<file path="config.mk">
export PLATFORM = sky130hd
export DESIGN_NAME = branch_resolve
export DESIGN_NICKNAME = d
export VERILOG_FILES = /design/src/rtl/cpu_pkg.sv /design/src/rtl/branch_resolve_cond_eval.sv /design/src/rtl/branch_resolve.sv
export SDC_FILE = /design/constraint.sdc
export NUM_CORES = 1
export LEC_CHECK = 0
export CORE_MARGIN = 4
export CORE_UTILIZATION = 44
export DETAILED_ROUTE_END_ITERATION = 12
export PLACE_DENSITY = 0.84
export SLEW_MARGIN = 20
export SYNTH_ARGS = -nofsm -noshare
export SYNTH_HDL_FRONTEND = slang
export SYNTH_SLANG_ARGS = --single-unit
</file>
<file path="constraint.sdc">
create_clock -name clk -period 2.6 [get_ports clk]
set_input_delay 0.52 -clock clk [delete_from_list [all_inputs] [get_ports clk]]
set_output_delay 0.52 -clock clk [all_outputs]
set_load 0.005 [all_outputs]
</file>
<file path="src/rtl/cpu_pkg.sv">
// -----------------------------------------------------------------------------
// cpu_pkg
// Shared types for the 5-stage pipeline front end: branch type, LEGv8 condition
// codes, branch-resolve FSM state and a bundle for the NZVC flags.
// -----------------------------------------------------------------------------
package cpu_pkg;

    // ID-stage branch classification (brType encoding)
    typedef enum logic [1:0] {
        BR_NONE = 2'b00,
        BR_B    = 2'b01,
        BR_CBZ  = 2'b10,
        BR_COND = 2'b11
    } br_type_t;

    // LEGv8 condition codes. Bit 0 inverts the sense of the even code, except
    // for AL/NV which are both "always".
    typedef enum logic [3:0] {
        C_EQ = 4'b0000, C_NE = 4'b0001,
        C_HS = 4'b0010, C_LO = 4'b0011,
        C_MI = 4'b0100, C_PL = 4'b0101,
        C_VS = 4'b0110, C_VC = 4'b0111,
        C_HI = 4'b1000, C_LS = 4'b1001,
        C_GE = 4'b1010, C_LT = 4'b1011,
        C_GT = 4'b1100, C_LE = 4'b1101,
        C_AL = 4'b1110, C_NV = 4'b1111
    } cond_t;

    typedef enum logic {
        S_IDLE     = 1'b0,
        S_REDIRECT = 1'b1
    } br_state_t;

    typedef struct packed {
        logic n;
        logic z;
        logic v;
        logic c;
    } nzvc_t;

    // Flags seen by ID: a flag-setting EX instruction overrides the latched
    // register in the same cycle, so the branch never sees stale flags.
    function automatic nzvc_t sel_flags(input logic  ex_set,
                                        input nzvc_t ex_f,
                                        input nzvc_t reg_f);
        return ex_set ? ex_f : reg_f;
    endfunction

endpackage

</file>
<file path="src/rtl/branch_resolve_cond_eval.sv">
// -----------------------------------------------------------------------------
// cond_eval
// Purely combinational LEGv8 condition evaluator. Kept standalone so later
// conditional-select logic can reuse the same decode.
//   i_cond           : 4-bit condition code
//   i_n,i_z,i_v,i_c  : effective flags
//   o_true           : condition holds
// -----------------------------------------------------------------------------
module cond_eval
    import cpu_pkg::*;
(
    input  logic [3:0] i_cond,
    input  logic       i_n,
    input  logic       i_z,
    input  logic       i_v,
    input  logic       i_c,
    output logic       o_true
);

    logic w_base;
    logic w_always;

    // Evaluate the even (positive) code of each pair; bit 0 inverts it.
    always_comb begin
        w_base = 1'b0;
        unique case (i_cond[3:1])
            3'b000:  w_base = i_z;                    // EQ / NE
            3'b001:  w_base = i_c;                    // HS / LO
            3'b010:  w_base = i_n;                    // MI / PL
            3'b011:  w_base = i_v;                    // VS / VC
            3'b100:  w_base = i_c & ~i_z;             // HI / LS
            3'b101:  w_base = (i_n == i_v);           // GE / LT
            3'b110:  w_base = ~i_z & (i_n == i_v);    // GT / LE
            3'b111:  w_base = 1'b1;                   // AL / NV
            default: w_base = 1'b0;
        endcase
    end

    // NV is not the inverse of AL: both are unconditionally true.
    assign w_always = (i_cond[3:1] == 3'b111);
    assign o_true   = w_always ? 1'b1 : (w_base ^ i_cond[0]);

endmodule

</file>
<file path="src/rtl/branch_resolve.sv">
// -----------------------------------------------------------------------------
// branch_resolve
// ID-stage conditional-branch resolution. Evaluates B / CBZ / B.cond with the
// effective NZVC flags (EX-forwarded when EX sets flags this cycle), and on a
// taken branch registers a one-cycle PC redirect plus IF/ID flush. The cycle
// after a redirect holds a wrong-path instruction and is ignored. Saturating
// branch / taken counters are kept for performance debug.
//   clk, reset          : clock, async active-low reset
//   valid_id, stall     : ID holds a real instruction / hazard stall
//   brType, cond        : branch kind and LEGv8 condition
//   pc, imm, rtZero     : ID PC, word offset, CBZ operand-is-zero
//   *_flag              : latched NZVC
//   ex_*, ex_SInstr     : live EX flags and their enable
//   pcSrc, brTarget     : registered redirect and target
//   flush_ifid          : registered IF/ID squash
//   br_count, taken_count : saturating statistics
// -----------------------------------------------------------------------------
module branch_resolve
    import cpu_pkg::*;
#(
    parameter int ADDR_W = 64,
    parameter int CNT_W  = 32
) (
    input  logic              clk,
    input  logic              reset,
    input  logic              valid_id,
    input  logic              stall,
    input  logic [1:0]        brType,
    input  logic [3:0]        cond,
    input  logic [ADDR_W-1:0] pc,
    input  logic [ADDR_W-1:0] imm,
    input  logic              rtZero,
    input  logic              negative_flag,
    input  logic              zero_flag,
    input  logic              overflow_flag,
    input  logic              carry_out_flag,
    input  logic              ex_negative,
    input  logic              ex_zero,
    input  logic              ex_overflow,
    input  logic              ex_carry_out,
    input  logic              ex_SInstr,
    output logic              pcSrc,
    output logic [ADDR_W-1:0] brTarget,
    output logic              flush_ifid,
    output logic [CNT_W-1:0]  br_count,
    output logic [CNT_W-1:0]  taken_count
);

    br_state_t         r_state;
    logic              r_pcsrc;
    logic              r_flush;
    logic [ADDR_W-1:0] r_target;
    logic [CNT_W-1:0]  r_br_cnt;
    logic [CNT_W-1:0]  r_tk_cnt;

    nzvc_t             w_flags;
    br_type_t          w_type;
    logic              w_cond_true;
    logic              w_taken;
    logic              w_resolve;
    logic              w_take_now;
    logic [ADDR_W-1:0] w_target;

    // Flag-forward mux: no added latency, chosen per cycle.
    assign w_flags = sel_flags(ex_SInstr,
                               '{n: ex_negative, z: ex_zero,
                                 v: ex_overflow, c: ex_carry_out},
                               '{n: negative_flag, z: zero_flag,
                                 v: overflow_flag, c: carry_out_flag});

    cond_eval u_cond (
        .i_cond (cond),
        .i_n    (w_flags.n),
        .i_z    (w_flags.z),
        .i_v    (w_flags.v),
        .i_c    (w_flags.c),
        .o_true (w_cond_true)
    );

    assign w_type = br_type_t'(brType);

    always_comb begin
        w_taken = 1'b0;
        unique case (w_type)
            BR_B:    w_taken = 1'b1;
            BR_CBZ:  w_taken = rtZero;
            BR_COND: w_taken = w_cond_true;
            default: w_taken = 1'b0;
        endcase
    end

    // Target wraps modulo 2^ADDR_W; the shift drops imm's top two bits.
    assign w_target = pc + (imm << 2);

    // Only IDLE may resolve: the ID slot during REDIRECT is wrong-path.
    assign w_resolve  = (r_state == S_IDLE) & valid_id & ~stall &
                        (w_type != BR_NONE);
    assign w_take_now = w_resolve & w_taken;

    always_ff @(posedge clk or negedge reset) begin
        if (!reset) begin
            r_state  <= S_IDLE;
            r_pcsrc  <= 1'b0;
            r_flush  <= 1'b0;
            r_target <= '0;
        end else begin
            unique case (r_state)
                S_IDLE: begin
                    if (w_take_now) begin
                        r_state  <= S_REDIRECT;
                        r_pcsrc  <= 1'b1;
                        r_flush  <= 1'b1;
                        r_target <= w_target;
                    end else begin
                        r_pcsrc  <= 1'b0;
                        r_flush  <= 1'b0;
                    end
                end
                S_REDIRECT: begin
                    r_state <= S_IDLE;
                    r_pcsrc <= 1'b0;
                    r_flush <= 1'b0;
                end
                default: begin
                    r_state <= S_IDLE;
                    r_pcsrc <= 1'b0;
                    r_flush <= 1'b0;
                end
            endcase
        end
    end

    // Saturating statistics: hold at all-ones rather than wrap.
    always_ff @(posedge clk or negedge reset) begin
        if (!reset) begin
            r_br_cnt <= '0;
            r_tk_cnt <= '0;
        end else begin
            if (w_resolve && (r_br_cnt != '1))
                r_br_cnt <= r_br_cnt + CNT_W'(1);
            if (w_take_now && (r_tk_cnt != '1))
                r_tk_cnt <= r_tk_cnt + CNT_W'(1);
        end
    end

    assign pcSrc       = r_pcsrc;
    assign flush_ifid  = r_flush;
    assign brTarget    = r_target;
    assign br_count    = r_br_cnt;
    assign taken_count = r_tk_cnt;

endmodule

</file>
==> results by group <==
Status
  • Run status: finished, violations left
  • Failing checks: negative setup slack

STA
  • Setup-failing EPs final: 31
  • Minimum clock period: 2.82 ns
  • Post-route clock period utilization: 108%
  • Worst Setup Slack, final: -0.221 ns
  • Clock Skews: 0.0134 ns
  • Worst slew pin tran: 0.793 ns
  • Achievable clock frequency: around 350 MHz
  • Slew Limit Fails: 0
  • WHS: 0.149 ns
  • Slew headroom: 47.2%
  • RSZ-0062 raised after global routing: true
  • Final hold vios: 0

Die
  • Initial Util: 44.8%
  • I/O Pins: 278
  • Die area: 23,000 um2
  • Die height: 152 um
  • Die X: 152 um
  • Core area: just over 20,000 um2
  • # rows: 52

Drt
  • Final wirelength: between 30,000 and 40,000 um
  • DRC violations left: 0
  • DR WL/cell: approximately 20 um
  • Drt pass-1 iters: 6
  • Routed vias/inst: 5.81
  • Vias: 10,932
  • Final ANT Viol Nets: 0
  • Iteration-0 DRC count of the detailed router: roughly 770

Logic synthesis
  • Syn_area_per_cell: 8.65 um2
  • Yosys reg bits: 129
  • Mapped Cells: 1,051
  • Post-synth EDFFs: 0
  • Post-synthesis sequential area ratio: 35.5%
  • FFs w/ async S/R, synth: 100%
  • Mapped Area: 9090 um2
  • Mapped Nets: ~1,300
  • Syn. warnings: 0
  • Synth cell types: 70
  • Dominant synthesized flop cell: dfrtp_1

CTS
  • CTS Sinks: 129
  • Bufs on Longest Clock Path: 2
  • Num CTS Buffers: 17
  • Clock transition at path regs: approximately 0.07 ns
  • Root buffer cell: clkbuf_16
  • CTS tree: yes
  • Post-CTS Hold Fix Bufs: 0
  • H-tree levels: 4
  • Clock Latency Late Sink: about 0.43 ns

Setup path
  • Arr. time, crit path: 3.13 ns
  • Startpoint types: input port
  • CP Class: in -> reg
  • CP required: roughly 2.9 ns
  • Worst-path maximum fanout: 5
  • Crit. End Element: flop

Power
  • PwrDens: 556 nW/um2
  • Design Power: ~9 mW
  • Leakage Power: 7.16 nW
  • Max VDD drop: 0.362 mV

Layout
  • Area grow syn2layout: 77.8%
  • Final Core Density: 79.7%
  • Multi-input gate area: around 6900 um2
  • Design area: approximately 16,000 um2
  • Register area: 3230 um2
  • Filler Cells Inserted: approximately 1,200
  • Layout Nets: 1,809
  • Commonest cells after routing, fill and taps aside: buf_4 (271), clkdlybuf4s50_1 (184), dfrtp_1 (129)
  • Share of cells above drive strength 1: 34.2%
  • Commonest non-fill, non-tap cell in the layout: buf_4

GRT
  • Initial antenna violation count: 1
  • Largest net degree at the start of global routing: 130
  • Global-route wire length before repair: ~55,000 um
  • Grt ovf: 0
  • GRT Util Overall: 30.2%
  • Vias in the first global route: 11,122

Placed design
  • # port buffers: roughly 280
  • Routability congestion estimate: 0.919
  • Placed inst area: 14,100 um2
  • DPL Wire Length: between 20,000 and 30,000 um

Hold path
  • Hold crit path type: in -> async

Run
  • Max-Cap Viols: 0
[flip-flops by register name (all words and copies together) (netlist names)]
name and flops:
brTarget 64, br_count 32, taken_count 32, flush_ifid 1
[repair_timing]
action	4_1_cts	5_1_grt
endpoints found under the setup margin	97	86
buffers inserted	40	15
gates resized for setup	342	105
pin swaps	114	88
gates cloned	0	1
[cell families after synthesis]
kind of cell / synth area share, %
DFF: 35.5
AOI/OAI and AO/OA: 20.1
buffers and inverters: 3.07
xor gates and xnor gates: 11.0
adders and majority gates: 8.89
and+or+nand+nor: 20.2
muxes: 1.29
[synthesized netlist by cell type (all sizes together) (14+ instances only)]
cell | number | area [um2]
dfrtp | 129 | 3230
nor3 | 19 | 95.1
clkbuf | 38 | 143
ha | 63 | 788
nand3 | 47 | 235
a21oi | 78 | 390
xnor2 | 80 | 701
o21ai | 92 | 460
nor2 | 51 | 191
inv | 23 | 86.3
nand2 | 135 | 507
a31oi | 14 | 87.6
a21o | 32 | 240
and3 | 23 | 144
nand4 | 30 | 188
xor2 | 34 | 298
[power by group]
group | internal (mW) | switching [mW]
logic | 2.08 | 1.70
clock network | 1.45 | 1.04
registers | 2.40 | 0.325
[final timing paths]
check	endpoint	cells past startpoint	from	slack [ns]
setup / recovery	brTarget[56]	14	pc[33]	-0.22
hold / removal	taken_count[19]	2	reset	0.15
setup reg to reg	br_count[29]	10	br_count[0]	0.08
hold reg to reg	brTarget[6]	2	brTarget[6]	0.49
max in group asynchronous	brTarget[28]	2	reset	1.80
min in group clk	brTarget[2]	3	imm[0]	0.45
[critical path, cell delays in order]
cell	delay [ns]
dlygate4sd2_1	0.27
ha_4	0.29
buf_4	0.12
buf_4	0.13
nand2_1	0.07
a21boi_1	0.18
o21ai_0	0.19
o21bai_1	0.30
o211ai_1	0.15
buf_4	0.18
a21oi_4	0.17
o2111ai_2	0.16
a21o_1	0.20
a31o_1	0.19
[layout make-up]
type                            count  area share, %
Clock buffer                       18           2.65
Inverter                           23          0.580
Sequential cell                   129           20.0
Clock inverter                     14           1.03
Tap cell                          270           2.09
Antenna cell                        1         0.0155
Multi-Input combinational cell    854           42.8
Timing Repair Buffer              572           30.9
[stage by stage]
step	std cells	setup WS [ns]	setup TNS (ns)
finish	1881	-0.221	-2.19
global route	1881	-0.320	-4.94
CTS	1866	-0.0934	-0.490
detailed placement	1795	-1.05	-72.05
global placement	1795	-1.02	-64.07
floorplan	1051	-0.231	-5.08
[routing by layer]
metal	GRT usage (%)	part of all wire, %	up-vias
met1	33.9	36	5221
met3	6.99	8.3	168
met2	53.5	51	642
met5	0	0	-
li1	-	-	4901
met4	15.3	5.0	0
No activity file was read; power rests on OpenSTA's default activity.
